<file path="src/rtl/delay_test_pkg.sv">
// Shared state encoding and parameter defaults for the delay test controller.
package delay_test_pkg;

    localparam int          CW_DEFAULT      = 20;
    localparam logic [19:0] TIMEOUT_DEFAULT = 20'd500000;

    typedef enum logic [2:0] {
        ST_IDLE = 3'd0,
        ST_SEND = 3'd1,
        ST_WAIT = 3'd2,
        ST_GAP  = 3'd3,
        ST_DONE = 3'd4
    } state_t;

endpackage

</file>
<file path="src/rtl/delay_probe_counter.sv">
// Per-probe delay counter with saturating TIMEOUT compare and catch capture.
module delay_probe_counter #(
    parameter int             CW      = 20,
    parameter logic [CW-1:0]  TIMEOUT = 20'd500000
) (
    input  logic          tx_clk,
    input  logic          reset,
    input  logic          i_clr,
    input  logic          i_en,
    input  logic          i_cap,
    input  logic          i_cap_clr,
    output logic [CW-1:0] o_delay,
    output logic          o_limit,
    output logic [CW-1:0] o_last
);

    logic [CW-1:0] r_cnt;
    logic [CW-1:0] r_last;
    logic [CW-1:0] w_delay;

    // A catch in the current WAIT cycle counts that cycle, hence the +1.
    assign w_delay = r_cnt + CW'(1);
    assign o_delay = w_delay;
    assign o_limit = (w_delay == TIMEOUT);
    assign o_last  = r_last;

    always_ff @(posedge tx_clk) begin
        if (!reset) begin
            r_cnt <= '0;
        end else if (i_clr) begin
            r_cnt <= '0;
        end else if (i_en && (r_cnt != TIMEOUT)) begin
            r_cnt <= w_delay;
        end
    end

    always_ff @(posedge tx_clk) begin
        if (!reset) begin
            r_last <= '0;
        end else if (i_cap_clr) begin
            r_last <= '0;
        end else if (i_cap) begin
            r_last <= w_delay;
        end
    end

endmodule

</file>
<file path="src/rtl/delay_test_ctrl.sv">
// Round-trip delay test controller: sends probes, times echoes, keeps run statistics.
module delay_test_ctrl
    import delay_test_pkg::*;
#(
    parameter int             CW      = CW_DEFAULT,
    parameter logic [CW-1:0]  TIMEOUT = CW'(TIMEOUT_DEFAULT)
) (
    input  logic          tx_clk,
    input  logic          reset,
    input  logic          start,
    input  logic [7:0]    num_probes,
    input  logic [15:0]   gap_cycles,
    output logic          send_req,
    input  logic          send_ack,
    input  logic          frame_caught,
    output logic          busy,
    output logic          done,
    output logic [CW-1:0] last_delay,
    output logic [CW-1:0] min_delay,
    output logic [CW-1:0] max_delay,
    output logic [7:0]    probe_count,
    output logic [7:0]    lost_count
);

    state_t        r_state;
    logic [7:0]    r_np;
    logic [15:0]   r_gap;
    logic [15:0]   r_gap_cnt;
    logic [CW-1:0] r_min;
    logic [CW-1:0] r_max;
    logic [7:0]    r_pc;
    logic [7:0]    r_lc;

    logic          w_start_ok;
    logic          w_ack_ok;
    logic          w_in_wait;
    logic          w_catch;
    logic          w_limit;
    logic [CW-1:0] w_delay;

    assign w_start_ok = (r_state == ST_IDLE) && start;
    assign w_ack_ok   = (r_state == ST_SEND) && send_ack;
    assign w_in_wait  = (r_state == ST_WAIT);
    assign w_catch    = w_in_wait && frame_caught;

    delay_probe_counter #(
        .CW      (CW),
        .TIMEOUT (TIMEOUT)
    ) u_cnt (
        .tx_clk    (tx_clk),
        .reset     (reset),
        .i_clr     (w_ack_ok),
        .i_en      (w_in_wait),
        .i_cap     (w_catch),
        .i_cap_clr (w_start_ok),
        .o_delay   (w_delay),
        .o_limit   (w_limit),
        .o_last    (last_delay)
    );

    assign send_req    = (r_state == ST_SEND);
    assign busy        = (r_state == ST_SEND) || (r_state == ST_WAIT) || (r_state == ST_GAP);
    assign done        = (r_state == ST_DONE);
    assign min_delay   = r_min;
    assign max_delay   = r_max;
    assign probe_count = r_pc;
    assign lost_count  = r_lc;

    always_ff @(posedge tx_clk) begin
        if (!reset) begin
            r_state   <= ST_IDLE;
            r_np      <= '0;
            r_gap     <= '0;
            r_gap_cnt <= '0;
            r_min     <= '1;
            r_max     <= '0;
            r_pc      <= '0;
            r_lc      <= '0;
        end else begin
            case (r_state)
                ST_IDLE: begin
                    if (start) begin
                        r_np    <= num_probes;
                        r_gap   <= gap_cycles;
                        r_min   <= '1;
                        r_max   <= '0;
                        r_pc    <= '0;
                        r_lc    <= '0;
                        r_state <= (num_probes == 8'd0) ? ST_DONE : ST_SEND;
                    end
                end
                ST_SEND: begin
                    if (send_ack) r_state <= ST_WAIT;
                end
                ST_WAIT: begin
                    // A catch on the limit cycle is still a catch, not a loss.
                    if (frame_caught) begin
                        if (w_delay < r_min) r_min <= w_delay;
                        if (w_delay > r_max) r_max <= w_delay;
                        r_pc      <= r_pc + 8'd1;
                        r_gap_cnt <= '0;
                        r_state   <= ST_GAP;
                    end else if (w_limit) begin
                        r_lc      <= r_lc + 8'd1;
                        r_pc      <= r_pc + 8'd1;
                        r_gap_cnt <= '0;
                        r_state   <= ST_GAP;
                    end
                end
                ST_GAP: begin
                    if (r_gap_cnt == r_gap) begin
                        r_state <= (r_pc < r_np) ? ST_SEND : ST_DONE;
                    end else begin
                        r_gap_cnt <= r_gap_cnt + 16'd1;
                    end
                end
                ST_DONE: r_state <= ST_IDLE;
                default: r_state <= ST_IDLE;
            endcase
        end
    end

endmodule

</file>
<file path="config.mk">
export PLATFORM = sky130hd
export DESIGN_NAME = delay_test_ctrl
export DESIGN_NICKNAME = d
export VERILOG_FILES = /design/src/rtl/delay_test_pkg.sv /design/src/rtl/delay_probe_counter.sv /design/src/rtl/delay_test_ctrl.sv
export SDC_FILE = /design/constraint.sdc
export NUM_CORES = 1
export LEC_CHECK = 0
export CAP_MARGIN = 5
export CORE_AREA = 2 2 163 165
export CTS_CLUSTER_DIAMETER = 60
export DETAILED_ROUTE_END_ITERATION = 12
export DIE_AREA = 0 0 165 167
export PLACE_DENSITY = 0.47
export SLEW_MARGIN = 20
export SYNTH_ARGS = -nofsm -noshare
export SYNTH_HDL_FRONTEND = slang
export SYNTH_HIERARCHICAL = 1
export SYNTH_SLANG_ARGS = --single-unit
</file>
<file path="constraint.sdc">
create_clock -name tx_clk -period 3.7 [get_ports tx_clk]
set_clock_uncertainty 0.1 [all_clocks]
set_input_delay 0.74 -clock tx_clk [delete_from_list [all_inputs] [get_ports tx_clk]]
set_output_delay 0.74 -clock tx_clk [all_outputs]
set_load 0.1 [all_outputs]
</file>
==> impl_metrics.csv <==
group,metric,value,unit
sta,rsz0062_at_grt,"false",
power_and_ir_drop,power.leakage,4.09,nW
clock_network,cts_root_buf,"clkbuf_16",
power_and_ir_drop,powerDensity,378,nW/µm²
worst_setup_path,crit_path_start_kind,"register",
clock_network,insertion_delay,0.43,ns
yosys,ys_warn_count,6,
grt,grt_overflow,0,
cells_and_area,post-route-cell-area,9920,µm²
sta,finalHoldViolations,0,
routing,vias,6783,
floorplan,die_width,165,µm
sta,tns,0,ns
floorplan,fp.dieArea,27600,µm²
grt,antenna_found_initial,0,
place,place.gp.congestion,0.857,
cells_and_area,num-nets-final,1115,
clock_network,clkSinkCount,139,
routing,final_antenna_net_count,0,
sta,fmax,284,MHz
place,dp.final_hpwl,17.3,mm
cells_and_area,final_common_cell,"dfxtp_1",
sta,slew_headroom,32.0,%
clock_network,cts_htree_levels,4,
worst_setup_path,criticalPathCategory,"reg -> reg",
clock_network,cts_tree,"yes",
floorplan,start_util,29.6,%
job,cap_violations,0,
floorplan,rows,59,
yosys,syn-num-nets,986,
routing,drt-initial-drc-count,508,
yosys,async_reset_ff_share,0,%
yosys,synth_cell_types,78,
clock_network,cts_made_buffers,17,
worst_setup_path,worstSetupEndpointType,"register",
place,placed_area,9240,µm²
worst_setup_path,path_max_fanout,14,
cells_and_area,layout_common_cells,"dfxtp_1, clkdlybuf4s50_1, nor2_1",
sta,tightestPinTransition,1.02,ns
floorplan,core,25800,µm²
yosys,ys_seq_elements,139,
sta,finalCritPeriodShare,95.1,%
sta,slew_viol_final,0,
hold_path,hold_class,"reg -> reg",
grt,grt_max_degree,30,
routing,routedWlPerCell,16.7,µm
worst_setup_path,worst-endpoint-arrival,3.74,ns
yosys,synth_area_per_cell,8.43,µm²
yosys,yosysTopAreaCellShare,36.5,%
cells_and_area,n_antenna_cell,0,
routing,drc_errors,0,
sta,finalSetupViolCount,0,
cells_and_area,final_util,38.5,%
yosys,synthTopCellsByArea,"dfxtp_1, ha_1, a21oi_1",
grt,grt_pass1_vias,6415,
outcome,status,"complete, no violations",
yosys,syn-cell-area,7630,µm²
power_and_ir_drop,total_power,3.75,mW
routing,drt_first_pass_iters,5,
yosys,ys_seq_area_share,36.5,%
cells_and_area,area_growth,30.1,%
yosys,synth_edf_count,0,
grt,grt_pass1_wl,36.3,mm
clock_network,clock_path_buffers,2,
place,port-buffer-count,107,
sta,finalWorstPathRequiredPeriod,3.52,ns
worst_setup_path,required,3.92,ns
power_and_ir_drop,peakVddDrop,284,µV
routing,vias_per_cell,4.91,
yosys,yosys_most_used_dff,"dfxtp_1",
clock_network,cts.reportedPaths.clkPinSlew,0.07,ns
cells_and_area,final_layout_size_suffix_gt1_share,15.3,%
yosys,yosysTopAreaCell,"dfxtp_1",
floorplan,die_h,167,µm
floorplan,ios,108,
yosys,netlist_instances,905,
grt,grtUsageTotal,17.0,%
routing,routed_wl,23.1,mm
==> through the flow <==
| step | cells | hold slack (ns) | setup slack [ns] |
|---|---|---|---|
| after detailed placement | 1347 | 0.351 | -0.0657 |
| after CTS | 1380 | 0.360 | 0.0467 |
| final | 1382 | 0.355 | 0.180 |
| after global routing | 1382 | 0.378 | 0.00336 |
| after floorplan | 905 | 0.336 | 0.136 |
| after global placement | 1347 | 0.347 | -0.0574 |
==> per-layer routing <==
layer / global-route usage [%] / routed length [µm] / vias to the layer above
met5: 0 / 0 / -
met4: 3.93 / 212 / 0
met3: 3.21 / 885 / 16
met2: 25.5 / 10400 / 124
met1: 24.9 / 11600 / 3231
li1: - / - / 3412
==> repair_timing <==
item                       in CTS  in global routing
gates cloned                    0                  0
setup endpoints to repair      39                 54
pin swaps                       1                  5
hold buffers                    0                  0
setup buffers                   1                  2
gates resized for setup         1                 18
==> where the power goes <==
part	leakage [nW]	switching, mW	internal [mW]
registers	1.13	0.0357	1.53
logic	2.70	0.352	0.164
clock network	0.263	0.734	0.932
==> synth_stat cells, types with 4 or more instances <==
cell type / count
dfxtp_1: 139
nor2_1: 95
nand2_1: 82
a21oi_1: 72
inv_1: 63
ha_1: 52
xnor2_1: 40
xor2_1: 33
clkbuf_1: 32
o21ai_0: 26
nor4_1: 25
nor3_1: 23
nand4_1: 21
nand3_1: 19
buf_2: 13
and3_1: 12
a211oi_1: 11
o21ai_1: 11
a22o_1: 10
a22o_2: 9
o211ai_1: 8
o21a_1: 6
or3_1: 6
buf_4: 5
nand2b_1: 5
and2_1: 4
and4_1: 4
buf_6: 4
mux2i_1: 4
nor4b_1: 4
==> worst max-delay path, cell delays in order, from the launching register on <==
cell	delay (ns)
dfxtp_1	0.43
nand4_1	0.12
buf_4	0.18
nor4_4	0.34
a21oi_1	0.15
nor2_2	0.17
inv_1	0.12
ha_1	0.33
nand4_2	0.14
nor4_2	0.32
a21boi_2	0.25
nor4b_4	0.09
a31o_1	0.26
buf_4	0.20
a22o_2	0.22
==> cell families after synthesis <==
logic type / synth area share, %
and+or+nand+nor: 23.5
AOI/OAI and AO/OA: 15.4
DFF: 36.5
buffers and inverters: 7.02
xor gates and xnor gates: 8.38
adders and majority gates: 8.53
muxes: 0.673
==> flip-flops by register name (all words and copies together), names as in the netlist <==
name          flops
max_delay        20
r_gap            16
u_cnt/o_last     20
r_gap_cnt        16
lost_count        8
r_state           3
u_cnt/r_cnt      20
probe_count       8
r_np              8
min_delay        20
==> final cells by class <==
type                       count  area, µm²
multi-input combinational    645       4400
inverter                      64        240
clock buffer                  17        425
sequential                   139       2790
timing repair buffer         167       1520
clock inverter                15        139
tap                          335        419
fill                        2664      15800
==> worst paths after layout <==
kind,start,cells after the start,to,slack [ns]
worst min-delay path,r_np[3],2,r_np[3],0.36
worst max register to register,u_cnt/r_cnt[10],14,max_delay[2],0.18
worst max-delay path,u_cnt/r_cnt[10],14,max_delay[2],0.18
worst min register to register,r_np[3],2,r_np[3],0.36
(Power assumes the default switching activity.)
